### config.mk
export PLATFORM = sky130hd
export DESIGN_NAME = uart_tx_configurable
export DESIGN_NICKNAME = d
export VERILOG_FILES = /design/src/rtl/uart_pkg.sv /design/src/rtl/uart_tx_fifo.sv /design/src/rtl/uart_tx_configurable.sv
export SDC_FILE = /design/constraint.sdc
export NUM_CORES = 1
export LEC_CHECK = 0
export ABC_AREA = 0
export CAP_MARGIN = 0
export CORE_ASPECT_RATIO = 1.1
export CORE_MARGIN = 1.5
export CORE_UTILIZATION = 35
export CTS_CLUSTER_DIAMETER = 40
export DETAILED_ROUTE_END_ITERATION = 8
export SYNTH_ARGS = -nofsm -noshare
export SYNTH_HDL_FRONTEND = slang
export SYNTH_SLANG_ARGS = --single-unit
### constraint.sdc
create_clock -name clk -period 7.75 [get_ports clk]
set_input_delay 1.55 -clock clk [delete_from_list [all_inputs] [get_ports clk]]
set_output_delay 1.55 -clock clk [all_outputs]
set_load 0.05 [all_outputs]
### src/rtl/uart_pkg.sv
// Shared types and constants for the configurable UART transmitter.
package uart_pkg;

  // Default line setup: 250 MHz system clock driving a 10 kbit/s line.
  localparam int DEFAULT_CLOCK_FREQUENCY = 250_000_000;
  localparam int DEFAULT_BAUD_RATE       = 10_000;

  // Parity selection codes.
  localparam int PARITY_NONE = 0;
  localparam int PARITY_ODD  = 1;
  localparam int PARITY_EVEN = 2;

  // Frame sequencer states.
  typedef enum logic [2:0] {
    IDLE   = 3'd0,
    START  = 3'd1,
    DATA   = 3'd2,
    PARITY = 3'd3,
    STOP   = 3'd4
  } uart_tx_state_t;

endpackage

### src/rtl/uart_tx_fifo.sv
// Small synchronous first-word-fall-through FIFO that queues words for the transmitter.
module uart_tx_fifo #(
  parameter int WIDTH = 8,
  parameter int DEPTH = 4
) (
  input  logic             clk,
  input  logic             i_reset,
  input  logic             i_push,
  input  logic [WIDTH-1:0] i_data,
  input  logic             i_pop,
  output logic [WIDTH-1:0] o_data,
  output logic             o_full,
  output logic             o_empty
);

  localparam int PTR_W = (DEPTH > 1) ? $clog2(DEPTH) : 1;
  localparam logic [PTR_W:0]   DEPTH_C   = (PTR_W + 1)'(DEPTH);
  localparam logic [PTR_W:0]   CNT_ONE   = (PTR_W + 1)'(1);
  localparam logic [PTR_W-1:0] PTR_ONE   = PTR_W'(1);

  if ((DEPTH < 2) || ((DEPTH & (DEPTH - 1)) != 0)) begin : g_bad_depth
    $error("uart_tx_fifo: DEPTH must be a power of two and at least 2");
  end

  logic [WIDTH-1:0] mem_q [DEPTH];
  logic [PTR_W-1:0] wrPtr_q;
  logic [PTR_W-1:0] rdPtr_q;
  logic [PTR_W:0]   count_q;
  logic             doPush;
  logic             doPop;

  // Pushes into a full FIFO and pops from an empty one are ignored.
  assign doPush = i_push && !o_full;
  assign doPop  = i_pop && !o_empty;

  // Pointer and occupancy bookkeeping; reset discards every queued word.
  always_ff @(posedge clk) begin
    if (i_reset) begin
      wrPtr_q <= '0;
      rdPtr_q <= '0;
      count_q <= '0;
    end else begin
      if (doPush) begin
        wrPtr_q <= wrPtr_q + PTR_ONE;
      end
      if (doPop) begin
        rdPtr_q <= rdPtr_q + PTR_ONE;
      end
      if (doPush && !doPop) begin
        count_q <= count_q + CNT_ONE;
      end else if (doPop && !doPush) begin
        count_q <= count_q - CNT_ONE;
      end
    end
  end

  // Storage array; contents need no reset because occupancy guards every read.
  always_ff @(posedge clk) begin
    if (doPush) begin
      mem_q[wrPtr_q] <= i_data;
    end
  end

  assign o_data  = mem_q[rdPtr_q];
  assign o_full  = (count_q == DEPTH_C);
  assign o_empty = (count_q == '0);

endmodule

### src/rtl/uart_tx_configurable.sv
// Parametrised UART transmitter: queued words are framed with start, data, optional parity and stop bits.
module uart_tx_configurable
  import uart_pkg::*;
#(
  parameter int CLOCK_FREQUENCY = DEFAULT_CLOCK_FREQUENCY,
  parameter int BAUD_RATE       = DEFAULT_BAUD_RATE,
  parameter int DATA_BITS       = 8,
  parameter int PARITY_MODE     = PARITY_NONE,
  parameter int STOP_BITS       = 1,
  parameter int FIFO_DEPTH      = 4
) (
  input  logic                 clk,
  input  logic                 i_reset,
  input  logic [DATA_BITS-1:0] i_data,
  input  logic                 i_valid,
  output logic                 o_ready,
  output logic                 o_tx,
  output logic                 o_busy
);

  localparam int CYCLES_PER_BIT = CLOCK_FREQUENCY / BAUD_RATE;
  localparam int BAUD_W         = (CYCLES_PER_BIT > 1) ? $clog2(CYCLES_PER_BIT) : 1;
  localparam int BIT_W          = $clog2(DATA_BITS + 1);
  localparam bit HAS_PARITY     = (PARITY_MODE != PARITY_NONE);

  localparam logic [BAUD_W-1:0] LAST_BAUD = BAUD_W'(CYCLES_PER_BIT - 1);
  localparam logic [BAUD_W-1:0] BAUD_ONE  = BAUD_W'(1);
  localparam logic [BIT_W-1:0]  LAST_BIT  = BIT_W'(DATA_BITS - 1);
  localparam logic [BIT_W-1:0]  BIT_ONE   = BIT_W'(1);
  localparam logic              LAST_STOP = (STOP_BITS == 2);
  localparam logic              PAR_SEED  = (PARITY_MODE == PARITY_ODD);

  if (CYCLES_PER_BIT < 2) begin : g_bad_rate
    $error("uart_tx_configurable: CLOCK_FREQUENCY / BAUD_RATE must be at least 2");
  end
  if ((DATA_BITS < 5) || (DATA_BITS > 9)) begin : g_bad_width
    $error("uart_tx_configurable: DATA_BITS must be in 5..9");
  end
  if ((PARITY_MODE < 0) || (PARITY_MODE > 2)) begin : g_bad_parity
    $error("uart_tx_configurable: PARITY_MODE must be 0, 1 or 2");
  end
  if ((STOP_BITS < 1) || (STOP_BITS > 2)) begin : g_bad_stop
    $error("uart_tx_configurable: STOP_BITS must be 1 or 2");
  end

  uart_tx_state_t       state_q, state_d;
  logic [BAUD_W-1:0]    baudCnt_q, baudCnt_d;
  logic [BIT_W-1:0]     bitCnt_q, bitCnt_d;
  logic                 stopCnt_q, stopCnt_d;
  logic [DATA_BITS-1:0] shift_q, shift_d;
  logic                 parity_q, parity_d;
  logic                 tx_q, tx_d;

  logic [DATA_BITS-1:0] fifoData;
  logic                 fifoFull;
  logic                 fifoEmpty;
  logic                 fifoPush;
  logic                 fifoPop;
  logic                 baudDone;

  // Only the current full flag gates acceptance, so a same-cycle pop never frees a slot early.
  assign fifoPush = i_valid && !fifoFull;
  assign baudDone = (baudCnt_q == LAST_BAUD);

  uart_tx_fifo #(
    .WIDTH (DATA_BITS),
    .DEPTH (FIFO_DEPTH)
  ) u_fifo (
    .clk     (clk),
    .i_reset (i_reset),
    .i_push  (fifoPush),
    .i_data  (i_data),
    .i_pop   (fifoPop),
    .o_data  (fifoData),
    .o_full  (fifoFull),
    .o_empty (fifoEmpty)
  );

  // Frame sequencer: advances one bit per baud period and pops the next word at frame boundaries.
  always_comb begin
    state_d   = state_q;
    baudCnt_d = baudCnt_q;
    bitCnt_d  = bitCnt_q;
    stopCnt_d = stopCnt_q;
    shift_d   = shift_q;
    parity_d  = parity_q;
    fifoPop   = 1'b0;

    unique case (state_q)
      IDLE: begin
        if (!fifoEmpty) begin
          fifoPop = 1'b1;
          state_d = START;
        end
      end
      START: begin
        if (baudDone) begin
          baudCnt_d = '0;
          state_d   = DATA;
        end else begin
          baudCnt_d = baudCnt_q + BAUD_ONE;
        end
      end
      DATA: begin
        if (baudDone) begin
          baudCnt_d = '0;
          shift_d   = shift_q >> 1;
          parity_d  = parity_q ^ shift_q[0];
          if (bitCnt_q == LAST_BIT) begin
            bitCnt_d = '0;
            if (HAS_PARITY) begin
              state_d = PARITY;
            end else begin
              state_d = STOP;
            end
          end else begin
            bitCnt_d = bitCnt_q + BIT_ONE;
          end
        end else begin
          baudCnt_d = baudCnt_q + BAUD_ONE;
        end
      end
      PARITY: begin
        if (baudDone) begin
          baudCnt_d = '0;
          state_d   = STOP;
        end else begin
          baudCnt_d = baudCnt_q + BAUD_ONE;
        end
      end
      STOP: begin
        if (baudDone) begin
          baudCnt_d = '0;
          if (stopCnt_q == LAST_STOP) begin
            stopCnt_d = 1'b0;
            if (!fifoEmpty) begin
              fifoPop = 1'b1;
              state_d = START;
            end else begin
              state_d = IDLE;
            end
          end else begin
            stopCnt_d = 1'b1;
          end
        end else begin
          baudCnt_d = baudCnt_q + BAUD_ONE;
        end
      end
      default: begin
        state_d = IDLE;
      end
    endcase

    if (fifoPop) begin
      shift_d   = fifoData;
      parity_d  = PAR_SEED;
      baudCnt_d = '0;
      bitCnt_d  = '0;
      stopCnt_d = 1'b0;
    end
  end

  // Line level for the upcoming cycle, derived from next state so the output flop lines up with each bit.
  always_comb begin
    tx_d = 1'b1;
    case (state_d)
      START:   tx_d = 1'b0;
      DATA:    tx_d = shift_d[0];
      PARITY:  tx_d = parity_d;
      default: tx_d = 1'b1;
    endcase
  end

  // State registers; reset abandons any frame in flight and parks the line high.
  always_ff @(posedge clk) begin
    if (i_reset) begin
      state_q   <= IDLE;
      baudCnt_q <= '0;
      bitCnt_q  <= '0;
      stopCnt_q <= 1'b0;
      shift_q   <= '0;
      parity_q  <= 1'b0;
      tx_q      <= 1'b1;
    end else begin
      state_q   <= state_d;
      baudCnt_q <= baudCnt_d;
      bitCnt_q  <= bitCnt_d;
      stopCnt_q <= stopCnt_d;
      shift_q   <= shift_d;
      parity_q  <= parity_d;
      tx_q      <= tx_d;
    end
  end

  assign o_ready = !fifoFull;
  assign o_tx    = tx_q;
  assign o_busy  = (state_q != IDLE) || !fifoEmpty;

endmodule

==> impl_results.md, run 1 <==
* Num rows at 36
* Max VDD drop at 155 uV
* Synth area leader: edfxtp_1
* Setup repair after global routing missed its margin: false
* WP data arrival at 2190 ps
* Sink Count at 73
* Pin count of the biggest net entering global routing at 22
* Power per Cell Area at roughly 300 nW/um2
* Design Power at roughly 1100 uW
* Final WL at 5390 um
* Logic pwr share at 0.247
* P&R area growth vs syn at 14.0%
* R2r startpoint: baudCnt_q[3]
* Nets at 305
* Grt ovf at 0
* Vias in the first global route at 1,944
* CTS clk-pin slew, worst paths at 80 ps
* DR WL/cell at about 13 um
* Main synth FF type: dfxtp_1
* Core Area at 8780 um2
* CP Cell Sequence: or3_1 > or2_2 > clkdlybuf4s50_1
* Int Pwr at 731 uW
* Worst Tran Pin Value at between 800 and 900 ps
* Pre-antenna DRT Iters at 6
* Fin. Hold Viols at 0
* Final ANT Viol Nets at 0
* Clock period minus worst slack at around 3700 ps
* Share of the yosys chip area belonging to registers at 0.569
* Async set-or-reset flop fraction in the synthesized netlist at 0
* Status: finished clean
* Synth top area share at 0.307
* Post-route cell area at around 3600 um2
* Initial Util at 0.356
* Crit-path max cell delay at 700 ps
* Worst-Skew Late Latency at 360 ps
* Lkg Pwr at 0.00118 uW
* Yosys reg bits at 73
* CTS tree: done
* Max Slew Vio Count at 0
* Total negative slack at 0 ps
* Residual DRC count at 0
* Hold Path End: bitCnt_q[1]
* Max-Cap Viols at 0
* Root Buffer Master: clkbuf_8
* Sw power at about 350 uW
* Initial DRC count at 106
* CTS Buffer Depth at 2
* Seq pwr share at 0.464
* Clock share of power at 0.289
* Worst EP required at 6200 ps
* R2r endpoint: u_fifo.count_q[2]
* Share of layout cells above drive strength 1 at 0.113
* Hold buffers post-CTS at 0
* Top cells by count, synth: 41 x dfxtp_1, 38 x nor2_1, 32 x edfxtp_1
* Overall routing resource usage at 0.128
* First-pass GRT wire length at 9040 um
* Die Area at 9520 um2
* Hold Slack at 477 ps
* Number of gates resized after CTS at 0
* Fin crit share at 0.482
* Syn Nets at 293
* Yosys warns at 0
* Post-Syn Area at 3130 um2
* # setup viols final at 0
* GP Congestion at 0.716
* Mapped Cells at 274
* Register-to-Register Path Depth at 10
* Number of enable flip-flop cells after synthesis at 32
* Worst Clk Skew at 13.5 ps
* Achievable Freq at 0.268 GHz
* Total number of vias at 2,026
* Critical path's slowest cell: clkdlybuf4s50_1
* Most area-consuming cells after synthesis: edfxtp_1 31%, dfxtp_1 26%, mux4_2 5.8%
* Die width at 93.2 um
* Cell variety after synth at 44
* WHS Path Cells at 2
* Die H at 102 um
* Vias per inst at 5.00
* Post-CTS Setup Repair Bufs at 0
* Nature of the critical path endpoint: primary output
* Switching Fraction at 0.325
* R2R setup slack at around 4600 ps
* WS Path Type: flop to primary output
* IO Count at 14
* Post-Syn Area per Cell at ~11 um2
* TritonCTS Buffers at 9
* Cell area after placement at around 3400 um2
* Port bufs at 13
* Rel. slew slack at 0.439
* Hold path startpoint: bitCnt_q[1]
* Most numerous cell in the Yosys netlist: dfxtp_1
* Initial antenna violation count at 0
* CP Max Fanout at 10
* Critical path startpoint category: flop
* Worst hold path class: flop to flop
* Detailed placement HPWL at 3630 um
* H-tree levels at 3
* # diodes at 0
-- area by class of cell --
| class | count | area, um2 |
|---|---|---|
| well taps | 114 | 143 |
| fillers | 847 | 5210 |
| multi-input cells | 178 | 1260 |
| clock buffers | 9 | 124 |
| repair buffers | 15 | 145 |
| inverters | 9 | 33.8 |
| flip-flops and latches | 73 | 1780 |
| clock inverters | 7 | 85.1 |
-- critical path, delay by kind of cell (launching register included) --
family | cells | cell delay (ps)
buffers and inverters | 1 | 700
DFF | 1 | 400
and+or+nand+nor | 2 | 730
-- routing by layer --
layer	global-route usage	part of all wire	vias to the layer above
li1	-	-	1011
met1	0.138	0.44	963
met2	0.218	0.49	38
met3	0.0521	0.045	14
met4	0.0653	0.021	0
met5	0	0	-
-- through the flow --
step	std cells	utilization	setup WS [ps]
global route	405	0.406	3900
global placement	389	0.383	4200
finish	405	0.406	4010
CTS	405	0.406	3990
detailed placement	389	0.383	4150
floorplan	274	-	4700
-- layout by cell type, fill, tap and decap left out, types with 2 or more instances in the layout --
master	count
nand2b_1	2
xnor2_1	13
inv_6	2
o21ai_0	5
a21oi_1	7
edfxtp_1	32
a311oi_1	6
and2_1	3
a31oi_1	2
nor3b_1	2
xor2_1	6
or3_1	5
nor4_1	2
o221ai_1	2
or4bb_1	2
o21a_1	3
nor3_1	6
clkinvlp_4	2
inv_8	2
nand4_1	4
nand3_1	14
and3_1	5
mux4_2	8
nor2_1	38
clkbuf_8	9
buf_4	2
dfxtp_1	41
ha_1	7
clkdlybuf4s50_1	13
nand2_1	19
mux2i_1	3
inv_1	8
-- logic make-up after synthesis --
| kind of cell | synth area share |
|---|---|
| buffers and inverters | 0.0292 |
| adder cells (fa/ha/maj) | 0.0344 |
| AND/OR/NAND/NOR | 0.175 |
| XOR/XNOR | 0.0532 |
| multiplexers | 0.0671 |
| AO/OA/AOI/OAI | 0.0723 |
| flip-flops | 0.569 |
-- sequential cells by signal (all words and copies together) (netlist names), named ones only --
signal          cells
baudCnt_q          15
bitCnt_q            4
o_tx                1
parity_q            1
shift_q             8
state_q             3
u_fifo.count_q      3
u_fifo.mem_q       32
u_fifo.rdPtr_q      2
u_fifo.wrPtr_q      2
-- power groups by stage --
stage	Clock [uW]	Sequential [uW]	Combinational, uW
6_report	313	502	267
3_5_place_dp	0	512	270
5_1_grt	343	511	300
3_3_place_gp	0	510	266
4_1_cts	323	504	272
2_1_floorplan	0	498	217
-- worst max path at each step --
stage / start / to
CTS: state_q[1] / o_busy
finish: state_q[1] / o_busy
global placement: i_valid / u_fifo.count_q[2]
floorplan: i_valid / u_fifo.count_q[2]
detailed placement: i_valid / u_fifo.count_q[2]
global route: state_q[1] / o_busy
No activity file was read; power rests on OpenSTA's default activity.
==> run 2: changes to the inputs <==
Clock period 7.75 ns to 3.8 ns, I/O delays scaled along.
==> impl_results.md, run 2 (same netlist as run 1, synthesis figures left out) <==
* CTS Buffer Depth at 2
* Hold buffers post-CTS at 0
* Met1 wire length at roughly 2600 um
* DR WL/cell at between 10 and 15 um
* Detailed placement HPWL at 3690 um
* Root Buffer Master: clkbuf_8
* IO Count at 14
* Total number of vias at about 2k
* TritonCTS Buffers at 9
* Worst Tran Pin Value at around 800 ps
* Sink Count at 73
* CTS tree: done
* Pin count of the biggest net entering global routing at 22
* Most frequent cells in the layout: 41 x dfxtp_1, 38 x nor2_1, 32 x edfxtp_1, 19 x nand2_1, 14 x nand3_1
* Final WL at 5560 um
* Die H at 102 um
* # diodes at 0
* Crit-path max cell delay at 640 ps
* Grt ovf at 0
* Worst EP required at around 4100 ps
* FILL cells at between 800 and 900
* Max VDD drop at 306 uV
* Clock period minus worst slack at 3080 ps
* # setup viols final at 0
* Placed cell count at 389
* Max-Cap Viols at 0
* Nets at 305
* Setup repair after global routing missed its margin: false
* Register-to-Register Path Depth at 10
* Largest register FFs at 32
* Rel. slew slack at 0.463
* Pre-antenna DRT Iters at 4
* Core Area at between 8000 and 9000 um2
* Fin crit share at 0.810
* Die width at roughly 93 um
* Total negative slack at 0 ps
* Nature of the critical path endpoint: flop
* Residual DRC count at 0
* First-pass GRT wire length at 9160 um
* Final ANT Viol Nets at 0
* Most common cell after layout, fill and taps aside: dfxtp_1
* Final std cells w/o fill at 405
* WP buf/inv at 2
* Top flop regs: u_fifo.mem_q x32, baudCnt_q x15, shift_q x8
* Num rows at 36
* Initial antenna violation count at 0
* R2r startpoint: baudCnt_q[3]
* P&R area growth vs syn at 14.6%
* Initial DRC count at between 100 and 150
* CP top delay family: simple AND/OR/NAND/NOR gates
* Hold path startpoint: bitCnt_q[1]
* Vias in the first global route at 1,919
* Hold Path End: bitCnt_q[1]
* CTS clk-pin slew, worst paths at 80 ps
* Critical path startpoint category: flop
* Highest routed layer: met4
* WS Path Type: flop to flop
* Routed met3 length at roughly 150 um
* Fin. Hold Viols at 0
* Critical path's slowest cell: or4_4
* Share of layout cells above drive strength 1 at 0.113
* GP Congestion at around 0.76
* Worst Clk Skew at 12.0 ps
* Vias per inst at 4.98
* CP Max Fanout at 18
* Met2 WL at 2710 um
* Initial Util at 0.356
* Port bufs at 13
* Lkg Pwr at 0.00119 uW
* Worst hold path class: flop to flop
* Overall routing resource usage at 0.127
* Power per Cell Area at around 630 nW/um2
* WHS Path Cells at 2
* H-tree levels at 3
* R2R setup slack at approximately 720 ps
* Max Slew Vio Count at 0
* R2r endpoint: u_fifo.count_q[2]
* Worst-Skew Late Latency at 350 ps
* CP Cell Sequence: or4b_1 > or4_4 > a21oi_4 > inv_2 > ha_1 > inv_1 > fa_1 > xor2_1 > or3_1 > a21oi_1
* Number of gates resized after CTS at 0
* Achievable Freq at 0.325 GHz
* WP data arrival at 3340 ps
* Die Area at 9520 um2
* Biggest register: u_fifo.mem_q
* Status: finished clean
* Post-CTS Setup Repair Bufs at 0
run 2: cell count changes in the layout (fill, tap and decap cells not counted):
| cell | previous run | this run |
|---|---|---|
| bufinv_16 | 1 | 2 |
| clkinv_4 | 0 | 2 |
| clkinvlp_4 | 2 | 1 |
| inv_8 | 2 | 0 |
run 2: final cells by class:
cell class,instances,area [um2],share of cell area
flip-flops and latches,73,1780,0.497
repair buffers,15,145,0.0405
clock buffers,9,124,0.0345
inverters,9,33.8,0.00942
multi-input cells,178,1260,0.351
well taps,114,143,0.0398
clock inverters,7,103,0.0286
run 2: metal layers:
layer  global-route usage  vias to the layer above
met5                    0                        -
met2                0.208                       31
met4               0.0594                        0
met3               0.0313                        8
li1                     -                     1013
met1                0.158                      966
run 2: worst register-to-register path, stage by stage, from the launching register on:
cell	delay, ps
dfxtp_1	370
or4b_1	560
or4_4	640
a21oi_4	240
inv_2	160
ha_1	260
inv_1	70
fa_1	180
xor2_1	80
or3_1	310
a21oi_1	140
run 2: report_power, final:
part / internal [uW] / switching (uW)
clock: 376 / 306
combinational: 236 / 317
sequential: 938 / 85.9
total: 1550 / 709
run 2: worst max path at each step:
stage	endpoint	slack, ps	start	depth (start not counted)
after floorplan	u_fifo.count_q[2]	920	baudCnt_q[3]	11
after global placement	u_fifo.count_q[2]	810	baudCnt_q[3]	10
after detailed placement	u_fifo.count_q[2]	720	baudCnt_q[3]	10
after CTS	u_fifo.count_q[2]	700	baudCnt_q[3]	10
after global routing	u_fifo.count_q[2]	490	baudCnt_q[0]	11
final	u_fifo.count_q[2]	720	baudCnt_q[3]	10
run 2: metrics by stage:
| stage | instance area (um2) | util | hold WS (ps) | worst slack [ps] | power, uW |
|---|---|---|---|---|---|
| 2_1_floorplan | 3130 | - | 448 | 919 | 1460 |
| 4_1_cts | 3590 | 0.408 | 482 | 699 | 2290 |
| 3_3_place_gp | 3360 | 0.383 | 462 | 810 | 1590 |
| 3_5_place_dp | 3360 | 0.383 | 472 | 725 | 1600 |
| 5_1_grt | 3590 | 0.408 | 503 | 493 | 2400 |
| 6_report | 3590 | 0.408 | 477 | 723 | 2260 |
==> run 3: changes to the inputs <==
Clock period 3.8 ns to 2.57 ns, I/O delays scaled along.
==> impl_results.md, run 3 (same netlist as run 1, synthesis figures left out) <==
* Largest register FFs at 32
* P&R area growth vs syn at 20.3%
* Pre-antenna DRT Iters at 4
* CTS tree: done
* Hold path startpoint: bitCnt_q[1]
* Failing checks: setup timing
* Switching Fraction at 0.329
* Rel. slew slack at 0.674
* Worst-Skew Late Latency at ~360 ps
* CTS Buffer Depth at 2
* Fin crit share at 1.01
* Worst Tran Pin Value at 488 ps
* H-tree levels at 3
* CTS clk-pin slew, worst paths at 80 ps
* Max VDD drop at roughly 410 uV
* Top flop regs: u_fifo.mem_q x32, baudCnt_q x15, shift_q x8
* R2R setup slack at -30 ps
* Logic pwr share at 0.297
* Seq pwr share at 0.453
* GP Congestion at approximately 0.75
* Fin. Hold Viols at 0
* Die width at 93.2 um
* Critical path startpoint category: flop
* Clock period minus worst slack at 2600 ps
* TritonCTS Buffers at 9
* Nets at 330
* IO Count at 14
* WP data arrival at 2890 ps
* Share of layout cells above drive strength 1 at 0.218
* Pin count of the biggest net entering global routing at 18
* Setup repair after global routing missed its margin: true
* DR WL/cell at ~13 um
* WHS Path Cells at 2
* Residual DRC count at 0
* Worst EP required at 2860 ps
* Cell area after placement at roughly 3600 um2
* Most common cell after layout, fill and taps aside: nor2_1
* Nature of the critical path endpoint: flop
* Final ANT Viol Nets at 0
* Worst Slack Setup Final at -33.6 ps
* Initial DRC count at 167
* Die Area at 9520 um2
* Die H at 102 um
* Grt ovf at 0
* First-pass GRT wire length at 9800 um
* Initial Util at 0.356
* GRT met3 Usage at 0.0417
* Register-to-Register Path Depth at 10
* Vias in the first global route at approximately 2.1k
* Initial antenna violation count at 0
* Num rows at 36
* Worst Clk Skew at 8.47 ps
* Vias per inst at 4.98
* WS Path Type: flop to flop
* Int Pwr at approximately 2200 uW
* Lkg Pwr at 0.00131 uW
* # diodes at 0
* R2r startpoint: baudCnt_q[11]
* Max Slew Vio Count at 0
* Most frequent cells in the layout: 38 x nor2_1, 36 x dfxtp_1, 32 x edfxtp_1, 27 x buf_4, 19 x nand2_1
* Post-route cell area at 3770 um2
* Sink Count at 73
* Worst hold path class: flop to flop
* Hold Path End: bitCnt_q[1]
* # setup viols final at 2
* DP Worst Slack at -71.7 ps
* Status: finished, violations left
* R2r endpoint: u_fifo.count_q[2]
* Biggest register: u_fifo.mem_q
* Achievable Freq at 0.384 GHz
* Total negative slack at -43.1 ps
* Clock share of power at 0.250
* Total number of vias at 2,142
* Final std cells w/o fill at 430
* CP Max Fanout at 2
* Final WL at 5800 um
* Power per Cell Area at around 870 nW/um2
* Placed cell count at 413
* Root Buffer Master: clkbuf_8
* Sw power at 1080 uW
* Overall routing resource usage at 0.136
* Port bufs at 13
* Global-route met2 utilization at 0.231
* Core Area at 8780 um2
* Max-Cap Viols at 0
* Met1 GRT Util at 0.156
* Detailed placement HPWL at 4030 um
* GRT busiest layer: met2
==> run 3: how the worst max path moves through the flow <==
stage	from	to	depth (start not counted)
6_report	baudCnt_q[11]	u_fifo.count_q[2]	10
5_1_grt	baudCnt_q[4]	u_fifo.count_q[2]	10
4_1_cts	baudCnt_q[3]	u_fifo.count_q[2]	10
3_5_place_dp	baudCnt_q[1]	u_fifo.count_q[2]	11
3_3_place_gp	baudCnt_q[1]	u_fifo.count_q[2]	11
2_1_floorplan	baudCnt_q[1]	u_fifo.count_q[2]	12
==> run 3: metrics by stage <==
step                      total power (uW)  hold slack (ps)   util
final                                 3270              471  0.429
after global routing                  3490              502  0.429
after CTS                             3320              473  0.428
after detailed placement              2480              462  0.407
after global placement                2470              457  0.407
after floorplan                       2200              448      -
==> run 3: repair_timing <==
item                       4_1_cts  5_1_grt
setup endpoints to repair        3        2
buffers inserted                 1        0
gates resized for setup          4        2
hold buffers                     0        0
pin swaps                        1        1
==> run 3: critical path, cell delays in order (launching register included) <==
cell     delay, ps
dfxtp_1        320
or4bb_4        560
or4_4          570
a21oi_4        150
inv_2           60
ha_4           160
inv_2           50
fa_2           180
xor2_1          70
or3_1          300
a21oi_1        120
==> run 3: final cells by class <==
cell class                 count  area, um2
fill                         859       5020
clock inverter                 7       53.8
sequential                    73       1790
timing repair buffer          40        332
inverter                       9       33.8
clock buffer                   9        124
multi-input combinational    178       1290
tap                          114        143
==> run 3: power groups by stage <==
stage               Clock, uW  Combinational, uW  Sequential, uW
finish                    818                970            1480
global route              893               1090            1500
CTS                       846                989            1480
detailed placement          0                976            1510
global placement            0                962            1500
floorplan                   0                696            1510
==> run 3: routing by layer <==
metal	vias to the layer above	share of wire
met5	-	0
met4	0	0.028
met3	14	0.034
met2	34	0.49
met1	1033	0.45
li1	1061	-
